==> config.mk <==
export PLATFORM = sky130hd
export DESIGN_NAME = mult_iter_param
export DESIGN_NICKNAME = d
export VERILOG_FILES = /design/src/rtl/mult_pkg.sv /design/src/rtl/mult_iter_param_slice_sel.sv /design/src/rtl/mult_iter_param.sv
export SDC_FILE = /design/constraint.sdc
export NUM_CORES = 1
export LEC_CHECK = 0
export CAP_MARGIN = 5
export CORE_UTILIZATION = 50
export CTS_BUF_LIST = sky130_fd_sc_hd__clkbuf_8
export DETAILED_ROUTE_END_ITERATION = 6
export GPL_ROUTABILITY_DRIVEN = 0
export PLACE_DENSITY = 0.78
export SETUP_SLACK_MARGIN = 0.5
export SYNTH_ARGS = -nofsm -noshare
export SYNTH_HDL_FRONTEND = slang
export SYNTH_SLANG_ARGS = --single-unit
export TNS_END_PERCENT = 10
==> constraint.sdc <==
create_clock -name clk -period 19.3 [get_ports clk]
set_input_delay 1.93 -clock clk [delete_from_list [all_inputs] [get_ports clk]]
set_output_delay 1.93 -clock clk [all_outputs]
set_load 0.005 [all_outputs]
==> src/rtl/mult_pkg.sv <==
// rtl/mult_pkg.sv - shared types and helpers for the iterative multiplier
//
// Purpose : sequencer state type, index-width helper and the
//           highest-nonzero-slice helper used by the early-exit build
//           (MULT_EARLY_EXIT_EN) of mult_iter_param.
// Ports   : none (package)

package mult_pkg;

  typedef enum logic [1:0] {
    IDLE = 2'd0,
    RUN  = 2'd1,
    FIN  = 2'd2
  } state_e;

  // Widest operand msb_slice_idx can scan.
  localparam int MAX_W = 256;

  // Width of a counter indexing n slices; never narrower than one bit.
  function automatic int idx_w(input int n);
    return (n <= 1) ? 1 : $clog2(n);
  endfunction

  // Index of the highest nonzero slice (slice bits each) among the lowest
  // n slices of v; 0 when v is zero.
  function automatic int msb_slice_idx(input logic [MAX_W-1:0] v,
                                       input int slice, input int n);
    logic [MAX_W-1:0] mask;
    int r;
    mask = (MAX_W'(1) << slice) - MAX_W'(1);
    r = 0;
    for (int k = 0; k < n; k++) begin
      if (((v >> (k * slice)) & mask) != '0) r = k;
    end
    return r;
  endfunction

endpackage

==> src/rtl/mult_iter_param_slice_sel.sv <==
// rtl/mult_iter_param_slice_sel.sv - slice selection and partial product
//
// Purpose : picks slice idx_a_i of ma_i and slice idx_b_i of mb_i and
//           returns their unsigned SLICE_A x SLICE_B product.
// Ports   : ma_i, mb_i   operand magnitudes (WIDTH)
//           idx_a_i      slice index into ma_i (IW)
//           idx_b_i      slice index into mb_i (JW)
//           pp_o         partial product (SLICE_A+SLICE_B)

module mult_slice_sel #(
  parameter int WIDTH   = 32,
  parameter int SLICE_A = 8,
  parameter int SLICE_B = 16,
  parameter int IW      = 2,
  parameter int JW      = 1
) (
  input  logic [WIDTH-1:0]           ma_i,
  input  logic [WIDTH-1:0]           mb_i,
  input  logic [IW-1:0]              idx_a_i,
  input  logic [JW-1:0]              idx_b_i,
  output logic [SLICE_A+SLICE_B-1:0] pp_o
);

  logic [SLICE_A-1:0] sa;
  logic [SLICE_B-1:0] sb;

  always_comb begin
    sa   = SLICE_A'(ma_i >> (SLICE_A * int'(idx_a_i)));
    sb   = SLICE_B'(mb_i >> (SLICE_B * int'(idx_b_i)));
    pp_o = {{SLICE_B{1'b0}}, sa} * {{SLICE_A{1'b0}}, sb};
  end

endmodule

==> src/rtl/mult_iter_param.sv <==
// rtl/mult_iter_param.sv - parametrised iterative signed/unsigned multiplier
//
// Purpose : multiplies a by b over NA*NB cycles by accumulating
//           SLICE_A x SLICE_B partial products on operand magnitudes, then
//           applies the sign in a final cycle. With MULT_EARLY_EXIT_EN
//           defined, slices above the highest nonzero one are skipped.
// Ports   : clk        rising-edge clock
//           reset      synchronous active-high reset
//           start      begin an operation (accepted only in IDLE)
//           is_signed  two's-complement operands, sampled with start
//           a, b       operands (WIDTH), sampled with start
//           busy       operation in progress
//           done       one-cycle pulse, product final
//           product    result register (2*WIDTH)

module mult_iter_param
  import mult_pkg::*;
#(
  parameter int WIDTH   = 32,
  parameter int SLICE_A = 8,
  parameter int SLICE_B = 16
) (
  input  logic               clk,
  input  logic               reset,
  input  logic               start,
  input  logic               is_signed,
  input  logic [WIDTH-1:0]   a,
  input  logic [WIDTH-1:0]   b,
  output logic               busy,
  output logic               done,
  output logic [2*WIDTH-1:0] product
);

  localparam int NA  = WIDTH / SLICE_A;
  localparam int NB  = WIDTH / SLICE_B;
  localparam int IW  = idx_w(NA);
  localparam int JW  = idx_w(NB);
  localparam int PW  = 2 * WIDTH;
  localparam int PPW = SLICE_A + SLICE_B;

  state_e           state_q;
  logic [WIDTH-1:0] ma_q, mb_q;
  logic             neg_q;
  logic [IW-1:0]    i_q;
  logic [JW-1:0]    j_q;
  logic [PW-1:0]    product_q;
  logic             busy_q, done_q;

  logic [WIDTH-1:0] abs_a, abs_b;
  logic [IW-1:0]    i_lim;
  logic [JW-1:0]    j_lim;
  logic [PPW-1:0]   pp;
  logic [PW-1:0]    pp_shifted;

`ifdef MULT_EARLY_EXIT_EN
  logic [IW-1:0] ia_max_q;
  logic [JW-1:0] jb_max_q;
`endif

  // Magnitude of -2^(WIDTH-1) is 2^(WIDTH-1), which still fits unsigned.
  always_comb begin
    abs_a = (is_signed && a[WIDTH-1]) ? (~a + 1'b1) : a;
    abs_b = (is_signed && b[WIDTH-1]) ? (~b + 1'b1) : b;
`ifdef MULT_EARLY_EXIT_EN
    i_lim = ia_max_q;
    j_lim = jb_max_q;
`else
    i_lim = IW'(NA - 1);
    j_lim = JW'(NB - 1);
`endif
    pp_shifted = PW'(pp) << (SLICE_A * int'(i_q) + SLICE_B * int'(j_q));
  end

  mult_slice_sel #(
    .WIDTH  (WIDTH),
    .SLICE_A(SLICE_A),
    .SLICE_B(SLICE_B),
    .IW     (IW),
    .JW     (JW)
  ) u_slice_sel (
    .ma_i   (ma_q),
    .mb_i   (mb_q),
    .idx_a_i(i_q),
    .idx_b_i(j_q),
    .pp_o   (pp)
  );

  always_ff @(posedge clk) begin
    if (reset) begin
      state_q   <= IDLE;
      ma_q      <= '0;
      mb_q      <= '0;
      neg_q     <= 1'b0;
      i_q       <= '0;
      j_q       <= '0;
      product_q <= '0;
      busy_q    <= 1'b0;
      done_q    <= 1'b0;
`ifdef MULT_EARLY_EXIT_EN
      ia_max_q  <= '0;
      jb_max_q  <= '0;
`endif
    end else begin
      case (state_q)
        IDLE: begin
          done_q <= 1'b0;
          if (start) begin
            ma_q      <= abs_a;
            mb_q      <= abs_b;
            neg_q     <= is_signed & (a[WIDTH-1] ^ b[WIDTH-1]);
            product_q <= '0;
            i_q       <= '0;
            j_q       <= '0;
            busy_q    <= 1'b1;
            state_q   <= RUN;
`ifdef MULT_EARLY_EXIT_EN
            ia_max_q  <= IW'(msb_slice_idx(MAX_W'(abs_a), SLICE_A, NA));
            jb_max_q  <= JW'(msb_slice_idx(MAX_W'(abs_b), SLICE_B, NB));
`endif
          end
        end
        RUN: begin
          product_q <= product_q + pp_shifted;
          // j is the inner index; wrapping it advances i.
          if (j_q == j_lim) begin
            j_q <= '0;
            if (i_q == i_lim) state_q <= FIN;
            else              i_q     <= i_q + 1'b1;
          end else begin
            j_q <= j_q + 1'b1;
          end
        end
        FIN: begin
          if (neg_q) product_q <= ~product_q + 1'b1;
          busy_q  <= 1'b0;
          done_q  <= 1'b1;
          state_q <= IDLE;
        end
        default: state_q <= IDLE;
      endcase
    end
  end

  assign busy    = busy_q;
  assign done    = done_q;
  assign product = product_q;

endmodule

# Word level (Yosys, flattened, before mapping)
# Cells that the tools add are included.
# totals
register_bits,136
in_bits,68
out_inout_bits,66
word_cells,64
# op_classes
addsub,7
n_mul,1
n_eq_ne,8
shift,3
muxes,19
bitwise,5
reduce_logical,12
# ops
cell,count
case mux 64 bit (3 select lines),1
2-to-1 mux 64 bit,2
adder 32 x 1 -> 32 bit (second input constant),2
adder 64 x 1 -> 64 bit (second input constant),1
adder 64 bit,1
2-to-1 mux 32 bit,2
inverter 32 bit,2
inverter 64 bit,1
<< shifter 24 x 6 -> 64 bit,1
>> shifter 32 x 5 -> 16 bit,1
>> shifter 32 x 5 -> 8 bit,1
multiplier 8 x 16 -> 24 bit,1
2-to-1 mux 2 bit,6
!= test 2 bit (second input constant),5
case mux 2 bit (2 select lines),2
adder 5 x 5 -> 6 bit,1
case mux 1 bit (2 select lines),3
AND reduction 2 bit,3
AND reduction 3 bit,2
== test 2 bit (second input constant),2
AND reduction 4 bit,1
nonzero test 2 bit,2
2-to-1 mux 1 bit,3
nonzero test 3 bit,1
other kinds (7),8

# Longest topological paths before layout
# Gate-level depths: netlist of the first run.
# depth
word_depth,5
ltp_mapped,40
mapped_depth_nobuf,37

# By module
# From an unflattened synthesis of the first run, not the netlist that was laid out.
# hier_totals
cells_unflattened,2284
hier_area_um2,16859.9
# by_module_without_submodules
mod,n_inst,cells_per_inst,area_per_inst_um2,seq_area_each_um2
mult_iter_param,1,1749,12492.0,2722.6
mult_slice_sel,1,535,4367.9,0.0

# Least setup slack after synthesis of the first run
# Ideal clock, no wire load.
# synth_timing
path_type,register -> register
startpoint,register i_q[0]
endpoint,register product_q[60] (netlist: product[60])
setup_time_ns,0.127
arrival_time_ns,8.934
required_time_ns,19.173
slack_ns,10.239
path_stages_with_launch,36
path_buffers,4
synth_period_minus_slack_ns,9.061
path_cell_list,dfxtp_1 clkbuf_1 clkbuf_1 mux2i_1 nand2_1 o21ai_1 clkbuf_1 nor2_1 fa_1 fa_1 fa_1 inv_1 fa_1 inv_1 ha_1 and3_1 and3_1 a21oi_1 a21boi_0 o41a_1 a21o_1 a21oi_1 xor2_1 o31ai_1 ha_1 clkbuf_1 nand2_1 nor4_1 or4b_1 a21oi_2 nor3_2 a221oi_2 a31oi_2 nor3_2 nor4_1 or3b_1
# synth_between
elab_chain_len,5
word_cells_on_any_way,6
classes_between,add/sub: 2; mul: 1; shift: 2; mux: 1
# synth_rtl
element,line_no,source
"start, declared",mult_iter_param.sv:44,logic [IW-1:0] i_q;
"start signal, assigned",mult_iter_param.sv:128,else i_q <= i_q + 1'b1;
>> shifter 32 x 5 -> 8 bit,mult_iter_param_slice_sel.sv:28,sa = SLICE_A'(ma_i >> (SLICE_A * int'(idx_a_i)));
multiplier 8 x 16 -> 24 bit,mult_iter_param_slice_sel.sv:30,"pp_o = {{SLICE_B{1'b0}}, sa} * {{SLICE_A{1'b0}}, sb};"
<< shifter 24 x 6 -> 64 bit (*),mult_iter_param.sv:71,pp_shifted = PW'(pp) << (SLICE_A * int'(i_q) + SLICE_B * int'(j_q));
adder 64 bit (*),mult_iter_param.sv:123,product_q <= product_q + pp_shifted;
case mux 64 bit (3 select lines) (*),mult_iter_param.sv:104,case (state_q)
"end signal, assigned",mult_iter_param.sv:123,
"end signal, assigned",mult_iter_param.sv:134,if (neg_q) product_q <= ~product_q + 1'b1;
"end, declared",mult_iter_param.sv:46,logic [PW-1:0] product_q;
# Every way passes the cells marked *; elsewhere a longest branch is shown, timed or not.
# A chain may end at the register's enable or synchronous reset.

# Worst setup path in the final report of the first run
# Ends and elaborated chain as after synthesis.

==> summary.txt, run 1 <==
STA
  • Fin. Hold Viols: 0
  • Fin Clk Skew: approximately 0.024 ns
  • Tcrit/Tclk final: 52.1%
  • Final Setup Violations: 0
  • RSZ-0062 raised after global routing: false
  • Max frequency: a little under 100 MHz
  • Slew HR: 8.25%
  • Tmin final: around 10 ns
  • Slew of the pin with the lowest slew margin: about 1.4 ns
  • Pins over their slew limit: 0
  • Final setup margin: just over 9 ns
  • Sum Neg Setup Slack: 0 ns

Pwr
  • Pleak: roughly 7.7 nW
  • PD cells: about 57 mW/mm2
  • Maximum vdd ir drop: between 0.04 and 0.05 mV

Die
  • Initial core utilization: about half
  • Chip Height: 182 um
  • Cell Rows: between 60 and 70
  • Die W: around 180 um
  • Total Die Area: between 0.03 and 0.04 mm2
  • Core Region: between 0.03 and 0.04 mm2
  • Number of top-level pins: around 130

Logic synthesis
  • Warnings from Yosys: 0
  • Post-synth EDFFs: 0
  • Mapped Nets: between 2000 and 2500
  • Register bit total from synthesis: between 100 and 150
  • Synth Area per Inst: approximately 7.5 um2
  • Synthesized instance count: roughly 2200
  • Syn Std Cell Area: 0.0161 mm2
  • Post-synth ARST share: 0%
  • Unique cell type count in the Yosys netlist: 88
  • Post-synthesis sequential area ratio: 16.9%
  • Most used DFF post-synth: dfxtp_1

Finish
  • Layout area overhead: 12.0%
  • Area of the multi-input gates: 0.0124 mm2
  • Final nets: around 2500
  • Commonest non-fill, non-tap cells in the layout: nor2_1, a21oi_1, nand2_1
  • Share of cells above drive strength 1: under 10%
  • Diode count: 0
  • # fillers: 2922
  • Layout Utilization: between 50 and 60%
  • Register area: between 0.002 and 0.003 mm2
  • Fin cells: 2631
  • Most common cell after layout, fill and taps aside: nor2_1

Placement
  • I/O Buffers: 133
  • DP Wirelength: between 30000 and 40000 um
  • Placed cell count: about 2600
  • Pre-CTS setup slack: about 9.4 ns

Clock network
  • H-tree depth: 4
  • CTS hold repair buffers: 0
  • Clk Tree Root Cell: clkbuf_8
  • CTS Buf Count: 17
  • Clk_lat worst skew: between 0.4 and 0.5 ns
  • Worst-path clk slew: ~0.090 ns
  • Clock Tree Buf Depth: 2
  • # Post-CTS Setup Buffers: 0
  • Resized cells post-CTS: 0
  • Sink Count: about 140
  • CTS tree: done

Route
  • Routed len/inst: approximately 18 um
  • DR vias: between 15000 and 20000
  • Remaining DRCs: 1
  • First-pass DRT Iterations: 7
  • Routed Antenna Nets: 0
  • Vias per std cell: 6.21
  • Starting DRT DRC Count: 1614
  • Final WL: approximately 48000 um

Setup path
  • CP max-delay cell: o21ai_1
  • Crit path max fanout: 49
  • Startpoint Class: register
  • Max stage delay on crit path: 0.62 ns
  • Worst Path Required: roughly 20 ns
  • Crit Path Category: register to register
  • Worst EP arrival: 10.41 ns
  • CP endpoint kind: register
  • Cell mode on critical path: fa_1

GRT
  • First-pass GRT wire length: about 78000 um
  • Vias in the first global route: ~16000
  • GRT overflow: 0
  • GR Util All Layers: between 20% and 30%
  • Largest net degree at the start of global routing: 109
  • Initial antenna violation count: 0

Status
  • Failing checks: design-rule violations
  • Status: finished, violations left

Hold path
  • Hold Crit Class: register to register

Run
  • Number of max-cap violations: 0
cells by family after synthesis:
group | share of synthesized area, %
simple gates | 22.7
compound gates | 24.1
buf+inv | 6.11
fa+ha+maj | 19.5
xor+xnor | 8.31
flops | 16.9
mux | 2.43
critical path, delay by kind of cell (launching register included):
| family | cells | cell delay (ns) |
|---|---|---|
| fa+ha+maj | 6 | 2.83 |
| simple gates | 9 | 2.05 |
| buf+inv | 4 | 0.69 |
| compound gates | 13 | 3.19 |
| mux | 1 | 0.24 |
| xor+xnor | 1 | 0.43 |
| flops | 1 | 0.50 |
layer usage:
layer	up-vias	global-route usage [%]	wire length [um]
li1	7724	-	-
met1	7605	37.4	20300
met2	878	47.6	22300
met3	139	4.51	4000
met4	0	12.3	1800
met5	-	0	0
sequential cells by signal, summed over array words and instances, names as in the netlist:
name,cells
product,64
ma_q,32
mb_q,32
i_q,2
state_q,2
busy,1
done,1
j_q,1
neg_q,1
synthesized netlist by cell type (12+ instances only):
cell type  number  area (um2)
a32oi_1        13         114
a21o_1         42         315
a31oi_1        17         106
xnor2_1        88         771
and3_1         17         106
nor2_1        349        1310
o22ai_1        17         106
nand4_1        15        93.8
mux2i_1        29         290
or2_2          20         125
a21oi_1       173         866
and2_1         20         125
o31ai_1        18         135
o21bai_1       21         158
nor3_1         48         240
a22oi_1        36         270
nand3_1        30         150
o21ai_0       115         576
or3_1          28         175
a311oi_1       12         105
fa_1           85        1700
nand2b_1       20         125
nor4_1         17         106
ha_1          116        1450
xor2_1         65         569
clkbuf_1       98         368
dfxtp_1       136        2720
a211oi_1       54         405
nand2_1       153         574
nor2b_1        13        81.3
inv_1         144         541
per-stage QoR:
stage	hold WS [ns]	power (W)	cell area, um2
after CTS	0.464	0.00102	18100
after floorplan	0.432	0.000627	16100
after detailed placement	0.452	0.000744	17600
after global placement	0.438	0.000732	17600
final	0.466	0.00102	18100
after global routing	0.483	0.00108	18100
report_power, final:
| group | internal (W) | leakage (nW) | switching, W |
|---|---|---|---|
| registers | 0.000295 | 1.11 | 0.0000103 |
| logic | 0.000161 | 6.42 | 0.000282 |
| clock network | 0.000138 | 0.216 | 0.000137 |
final cells by class:
| cell class | count | share of cell area (%) |
|---|---|---|
| sequential | 136 | 15.1 |
| inverter | 147 | 3.05 |
| multi-input combinational | 1768 | 68.8 |
| clock inverter | 13 | 0.983 |
| tap | 402 | 2.78 |
| timing repair buffer | 146 | 7.89 |
| clock buffer | 19 | 1.45 |
final timing paths:
path / startpoint / endpoint / slack (ns) / depth (start not counted)
max reg2reg: i_q[0]$_SDFFE_PP0P_ / product[60]$_SDFFE_PP0P_ / 9.24 / 34
min reg2reg: mb_q[21]$_SDFFE_PP0P_ / mb_q[21]$_SDFFE_PP0P_ / 0.47 / 2
max: i_q[0]$_SDFFE_PP0P_ / product[60]$_SDFFE_PP0P_ / 9.24 / 34
min: mb_q[21]$_SDFFE_PP0P_ / mb_q[21]$_SDFFE_PP0P_ / 0.47 / 2
Power figures use the tool's default switching activity.
==> run 2: changes to the inputs <==
==> constraint.sdc (replaced) <==
create_clock -name clk -period 9.4 [get_ports clk]
set_input_delay 0.94 -clock clk [delete_from_list [all_inputs] [get_ports clk]]
set_output_delay 0.94 -clock clk [all_outputs]
set_load 0.005 [all_outputs]
==> run 2 against run 1 <==
  * The flow now finishes without violations
  * Final area rose by 4.8%
  * Clock power rose by 100%
  * Critical path type unchanged
  * Critical path depth did not move
  * First-iteration DRC count fell by 3.5%
  * Combinational power rose by 130%
  * Worst setup slack got worse by 8.7 ns
==> summary.txt, run 2 (synthesis gave the netlist of run 1 again) <==
Route
  • Final WL: 49700 um (+2.6%)
  • WL met3: 3800 um (-5.1%)
  • Starting DRT DRC Count: 1558 (-3.5%)
  • Remaining DRCs: 0 (-1)
  • WL met2: 23000 um (+3.0%)
  • Routed Antenna Nets: 0 (unchanged)
  • Vias per std cell: 6.17 (-0.64%)
  • DR vias: 16569 (+1.4%)
  • First-pass DRT Iterations: 6 (-1)
  • Routed len/inst: 18.5 um (+0.59%)
  • DRT met1 WL: 20900 um (+2.6%)
  • DR top layer: met4

GRT
  • Initial antenna violation count: 1 (+1)
  • Vias in the first global route: 15511 (unchanged)
  • First-pass GRT wire length: 78000 um (-0.12%)
  • GR Util All Layers: 28.9% (+0.067 points)
  • GRT overflow: 0 (unchanged)
  • Largest net degree at the start of global routing: 109 (unchanged)

Setup path
  • Crit Path Category: register to register
  • Max stage delay on crit path: 0.55 ns (-0.07 ns)
  • Worst EP arrival: 9.21 ns (-1.20 ns)
  • Crit path max fanout: 8 (-84%)
  • CP max-delay cell: fa_1
  • Worst Path Required: 9.78 ns (-9.87 ns)
  • CP endpoint kind: register
  • Startpoint Class: register
  • Cell mode on critical path: fa_1

STA
  • Slew HR: 26.6% (+18 points)
  • Tcrit/Tclk final: 93.9% (+42 points)
  • Tmin final: 8.83 ns (-1.24 ns)
  • Max frequency: 113 MHz (+14%)
  • Pins over their slew limit: 0 (unchanged)
  • Sum Neg Setup Slack: 0 ns (unchanged)
  • Slew of the pin with the lowest slew margin: 1.10 ns (-0.270 ns)
  • Fin Clk Skew: 0.0289 ns (+0.00438 ns)
  • Final Setup Violations: 0 (unchanged)
  • Fin. Hold Viols: 0 (unchanged)
  • RSZ-0062 raised after global routing: true
  • Final setup margin: 0.571 ns (-8.66 ns)

Pwr
  • Maximum vdd ir drop: 0.0885 mV (+110%)
  • Pleak: 8.06 nW (+4.0%)
  • PD cells: 116 mW/mm2 (+110%)

Die
  • Die W: 182 um (unchanged)
  • Chip Height: 182 um (unchanged)
  • Cell Rows: 65 (unchanged)
  • Total Die Area: 0.0330 mm2 (unchanged)
  • Core Region: 0.0316 mm2 (unchanged)
  • Number of top-level pins: 134 (unchanged)
  • Initial core utilization: 51.0% (unchanged)

Finish
  • # fillers: 2746 (-6.0%)
  • Commonest non-fill, non-tap cells in the layout: nor2_1, a21oi_1, nand2_1
  • Fin cells: 2684 (+2.0%)
  • Share of cells above drive strength 1: 10.0% (+5.0 points)
  • Layout area overhead: 17.4%
  • Final nets: 2538 (+2.1%)
  • Max reg flops: 64 (unchanged)
  • Most common cell after layout, fill and taps aside: nor2_1
  • Diode count: 0 (unchanged)

Hold path
  • Hold Crit Class: register to register

Placement
  • I/O Buffers: 133 (unchanged)
  • Placed cell count: 2622 (+0.88%)
  • DP Wirelength: 37100 um (-1.1%)
  • Pre-CTS setup slack: 0.00269 ns (-9.39 ns)

Clock network
  • CTS hold repair buffers: 0 (unchanged)
  • H-tree depth: 4 (unchanged)
  • CTS Buf Count: 17 (unchanged)
  • CTS tree: done
  • Clk_lat worst skew: 0.49 ns (+0.02 ns)
  • Sink Count: 136 (unchanged)
  • Clk Tree Root Cell: clkbuf_8
  • Clock Tree Buf Depth: 2 (unchanged)
  • Worst-path clk slew: 0.11 ns (+0.02 ns)

Run
  • Number of max-cap violations: 0 (unchanged)

Status
  • Status: finished, final reports clean
## run 2: changes by cell type in the layout (fill, tap and decap cells not counted), sizes merged
cell,delta
clkbuf,-1
clkinv,+2
clkinvlp,-1
buf,+53
## run 2: routing by layer
layer,track usage [%],vias to the layer above
met5,0,-
met4,12.6,0
met3,4.15,174
met2,47.8,821
met1,37.5,7737
li1,-,7837
## run 2: where the power goes
group	leakage (nW)	switching, W	internal [W]	total, W
Sequential	1.11	0.0000227	0.000605	0.000628
Combinational	6.73	0.000619	0.000399	0.00102
Clock	0.217	0.000281	0.000272	0.000553
## run 2: worst paths after layout
check                         from                        to  slack, ns  cells after the start
max            i_q[0]$_SDFFE_PP0P_  product[62]$_SDFFE_PP0P_       0.57                     34
min reg2reg  ma_q[30]$_SDFFE_PP0P_     ma_q[30]$_SDFFE_PP0P_       0.45                      2
max reg2reg    i_q[0]$_SDFFE_PP0P_  product[62]$_SDFFE_PP0P_       0.57                     34
min          ma_q[30]$_SDFFE_PP0P_     ma_q[30]$_SDFFE_PP0P_       0.45                      2
## run 2: timing repair
action,in CTS,in global routing
resized for setup,26,78
pin swaps,6,24
endpoints found under the setup margin,17,24
gates cloned,0,2
setup buffers,10,18
## run 2: critical path: cells and delay by family (launching register included)
kind	cells	cell delay [ns]
compound gates	14	2.92
fa+ha+maj	6	2.75
simple gates	8	1.57
buf+inv	4	0.43
flops	1	0.42
mux	1	0.36
xor+xnor	1	0.26
## run 2: metrics by stage
step           hold slack, ns  instance area, um2  utilization, %  power [W]
3_3_place_gp            0.441               17800            56.3    0.00152
5_1_grt                 0.482               18900            59.8    0.00232
2_1_floorplan           0.432               16100               -    0.00129
3_5_place_dp            0.448               17800            56.3    0.00154
4_1_cts                 0.459               18400            58.2    0.00210
6_report                0.455               18900            59.8    0.00220
## run 2: layout make-up
cell class	instances	area, um2	area share [%]
Sequential cell	136	2730	14.4
Tap cell	402	503	2.66
Clock inverter	14	171	0.905
Clock buffer	18	248	1.31
Timing Repair Buffer	199	1880	9.92
Multi-Input combinational cell	1768	12800	67.9
Inverter	147	552	2.91
==> run 3: changes to the inputs <==
--- a/config.mk
+++ b/config.mk
@@ -6,11 +6,11 @@
 export NUM_CORES = 1
 export LEC_CHECK = 0
 export CAP_MARGIN = 5
-export CORE_UTILIZATION = 50
+export CORE_UTILIZATION = 60
 export CTS_BUF_LIST = sky130_fd_sc_hd__clkbuf_8
 export DETAILED_ROUTE_END_ITERATION = 6
 export GPL_ROUTABILITY_DRIVEN = 0
-export PLACE_DENSITY = 0.78
+export PLACE_DENSITY = 0.9
 export SETUP_SLACK_MARGIN = 0.5
 export SYNTH_ARGS = -nofsm -noshare
 export SYNTH_HDL_FRONTEND = slang
==> run 3 against run 2 <==
  * The run now ends with design-rule violations left
  * First-iteration DRC count increased by 99%
  * Sequential power about the same
  * Clock-buffer cell count decreased by 1
  * Worst setup slack got worse by 0.38 ns
  * Sequential cell count unchanged
  * Critical path type unchanged
==> summary.txt, run 3 (synthesis gave the netlist of run 1 again) <==
Setup path
  • Delay-heaviest family, CP: compound AO/OA/AOI/OAI gates
  • Worst Path Required: 9.73 ns (-0.05 ns)
  • R2R depth: 33 (-2.9%)
  • CP endpoint kind: register
  • Reg2reg start: i_q[0]$_SDFFE_PP0P_
  • Crit Path Category: register to register
  • R2R Setup Slk: 0.19 ns (-0.38 ns)
  • Worst flop-to-flop path endpoint: product[61]$_SDFFE_PP0P_
  • Crit path max fanout: 7 (-1)
  • Max stage delay on crit path: 0.55 ns (about the same)
  • Cell mode on critical path: fa_1
  • Worst EP arrival: 9.54 ns (+0.33 ns)
  • Crit path buffers/inverters: 4 (unchanged)
  • Startpoint Class: register
  • CP max-delay cell: o41ai_4

Die
  • Total Die Area: 0.0275 mm2 (-16%)
  • Cell Rows: 59 (-9.2%)
  • Die W: 166 um (-8.6%)
  • Chip Height: 166 um (-8.6%)
  • Number of top-level pins: 134 (unchanged)
  • Initial core utilization: 61.5% (+11 points)
  • Core Region: 0.0262 mm2 (-17%)

GRT
  • GR Util All Layers: 35.5% (+6.5 points)
  • Vias in the first global route: 16057 (+3.5%)
  • Largest net degree at the start of global routing: 88 (-19%)
  • First-pass GRT wire length: 79900 um (+2.4%)
  • GRT overflow: 0 (unchanged)
  • Initial antenna violation count: 0 (-1)

Clock network
  • Sink Count: 136 (unchanged)
  • Clk Tree Root Cell: clkbuf_8
  • CTS hold repair buffers: 0 (unchanged)
  • Clock Tree Buf Depth: 2 (unchanged)
  • CTS Buf Count: 17 (unchanged)
  • H-tree depth: 4 (unchanged)
  • Clk_lat worst skew: 0.49 ns (about the same)
  • Worst-path clk slew: 0.10 ns (about the same)
  • CTS tree: done

Route
  • Routed Antenna Nets: 0 (unchanged)
  • Routed len/inst: 20.7 um (+12%)
  • DR vias: 17813 (+7.5%)
  • First-pass DRT Iterations: 7 (+1)
  • Final WL: 54200 um (+8.9%)
  • Remaining DRCs: 200 (+200)
  • Vias per std cell: 6.80 (+10%)
  • Starting DRT DRC Count: 3104 (+99%)

STA
  • Fin Clk Skew: 0.0230 ns (-0.00590 ns)
  • Slew HR: 24.6% (-2.0 points)
  • Sum Neg Setup Slack: 0 ns (unchanged)
  • Tcrit/Tclk final: 98.0% (+4.1 points)
  • RSZ-0062 raised after global routing: true
  • Tmin final: 9.21 ns (+0.383 ns)
  • Slew of the pin with the lowest slew margin: 1.13 ns (+0.0294 ns)
  • Final Setup Violations: 0 (unchanged)
  • Fin. Hold Viols: 0 (unchanged)
  • Max frequency: 109 MHz (-4.2%)
  • Pins over their slew limit: 0 (unchanged)

Run
  • Number of max-cap violations: 0 (unchanged)

Finish
  • Design Area, Final: 0.0189 mm2 (about the same)
  • Most common cell after layout, fill and taps aside: nor2_1
  • Diode count: 0 (unchanged)
  • Final nets: 2542 (+0.16%)
  • Share of cells above drive strength 1: 10.9% (+0.90 points)
  • Max reg flops: 64 (unchanged)
  • # fillers: 1794 (-35%)
  • Layout area overhead: 17.4% (about the same)
  • Commonest non-fill, non-tap cells in the layout: nor2_1, a21oi_1, nand2_1

Placement
  • DP Wirelength: 36900 um (-0.40%)
  • I/O Buffers: 133 (unchanged)
  • Post-DP Area: 0.0177 mm2 (-0.52%)

Pwr
  • PD cells: 118 mW/mm2 (+1.7%)
  • Maximum vdd ir drop: 0.0931 mV (+5.2%)
  • Pleak: 8.06 nW (about the same)

Hold path
  • Hold depth: 2 (unchanged)
  • Worst Hold Path EP: ma_q[30]$_SDFFE_PP0P_
  • Hold Crit Class: register to register
  • Startpoint of the worst hold path: ma_q[30]$_SDFFE_PP0P_

Status
  • Failing checks: design-rule violations
  • Status: finished, violations left
[run 3: cell count changes in the layout (fill, tap and decap cells not counted), sizes merged]
cell | before | now
buf | 67 | 70
inv | 151 | 155
clkinv | 6 | 5
bufinv | 3 | 1
[run 3: final cells by class]
| type | instances | area, um2 | share of cell area [%] |
|---|---|---|---|
| Clock buffer | 17 | 234 | 1.24 |
| Inverter | 147 | 552 | 2.91 |
| Timing Repair Buffer | 203 | 1910 | 10.1 |
| Sequential cell | 136 | 2730 | 14.4 |
| Clock inverter | 15 | 156 | 0.826 |
| Tap cell | 335 | 419 | 2.21 |
| Multi-Input combinational cell | 1768 | 12900 | 68.3 |
[run 3: metrics by stage]
stage               instances  setup WS, ns  total power (W)  utilization [%]  hold WS, ns
floorplan                2163         0.618          0.00129                -        0.432
global placement         2553         0.369          0.00151             67.6        0.440
detailed placement       2553         0.166          0.00154             67.6        0.449
CTS                      2590         0.469          0.00207             69.6        0.459
global route             2621       -0.0417          0.00233             72.3        0.486
finish                   2621         0.189          0.00224             72.3        0.458
[run 3: worst max path at each step]
stage                                    from                  endpoint  depth (start not counted)
after CTS                 i_q[0]$_SDFFE_PP0P_  product[62]$_SDFFE_PP0P_                         32
after global placement       j_q$_SDFFE_PP0P_  product[62]$_SDFFE_PP0P_                         33
after detailed placement  i_q[0]$_SDFFE_PP0P_  product[63]$_SDFFE_PP0P_                         34
after global routing      i_q[0]$_SDFFE_PP0P_  product[61]$_SDFFE_PP0P_                         35
after floorplan           i_q[0]$_SDFFE_PP0P_  product[60]$_SDFFE_PP0P_                         35
final                     i_q[0]$_SDFFE_PP0P_  product[61]$_SDFFE_PP0P_                         33
[run 3: power breakdown]
part           total, W  switching (W)  leakage, nW  internal, W
Sequential     0.000629      0.0000238         1.11     0.000606
Clock          0.000541       0.000319        0.201     0.000222
Combinational   0.00107       0.000657         6.75     0.000408
Total           0.00224        0.00100         8.06      0.00124
[run 3: timing repair]
action,CTS,global route
hold endpoints to repair,0,0
setup buffers,5,27
gates resized for setup,19,97
pin swaps,1,33
gates cloned,0,4
endpoints found under the setup margin,14,25
[run 3: routing by layer]
layer	wire length [um]	up-vias	GRT usage [%]
li1	-	7840	-
met1	19500	8101	43.3
met2	24000	1423	57.0
met3	6410	449	8.13
met4	4210	0	21.5
met5	0	-	0
[run 3: tightest hold or removal path: stages (launching register included)]
cell and delay [ns]:
dfxtp_1 0.32, nand2_1 0.05, a21oi_1 0.05
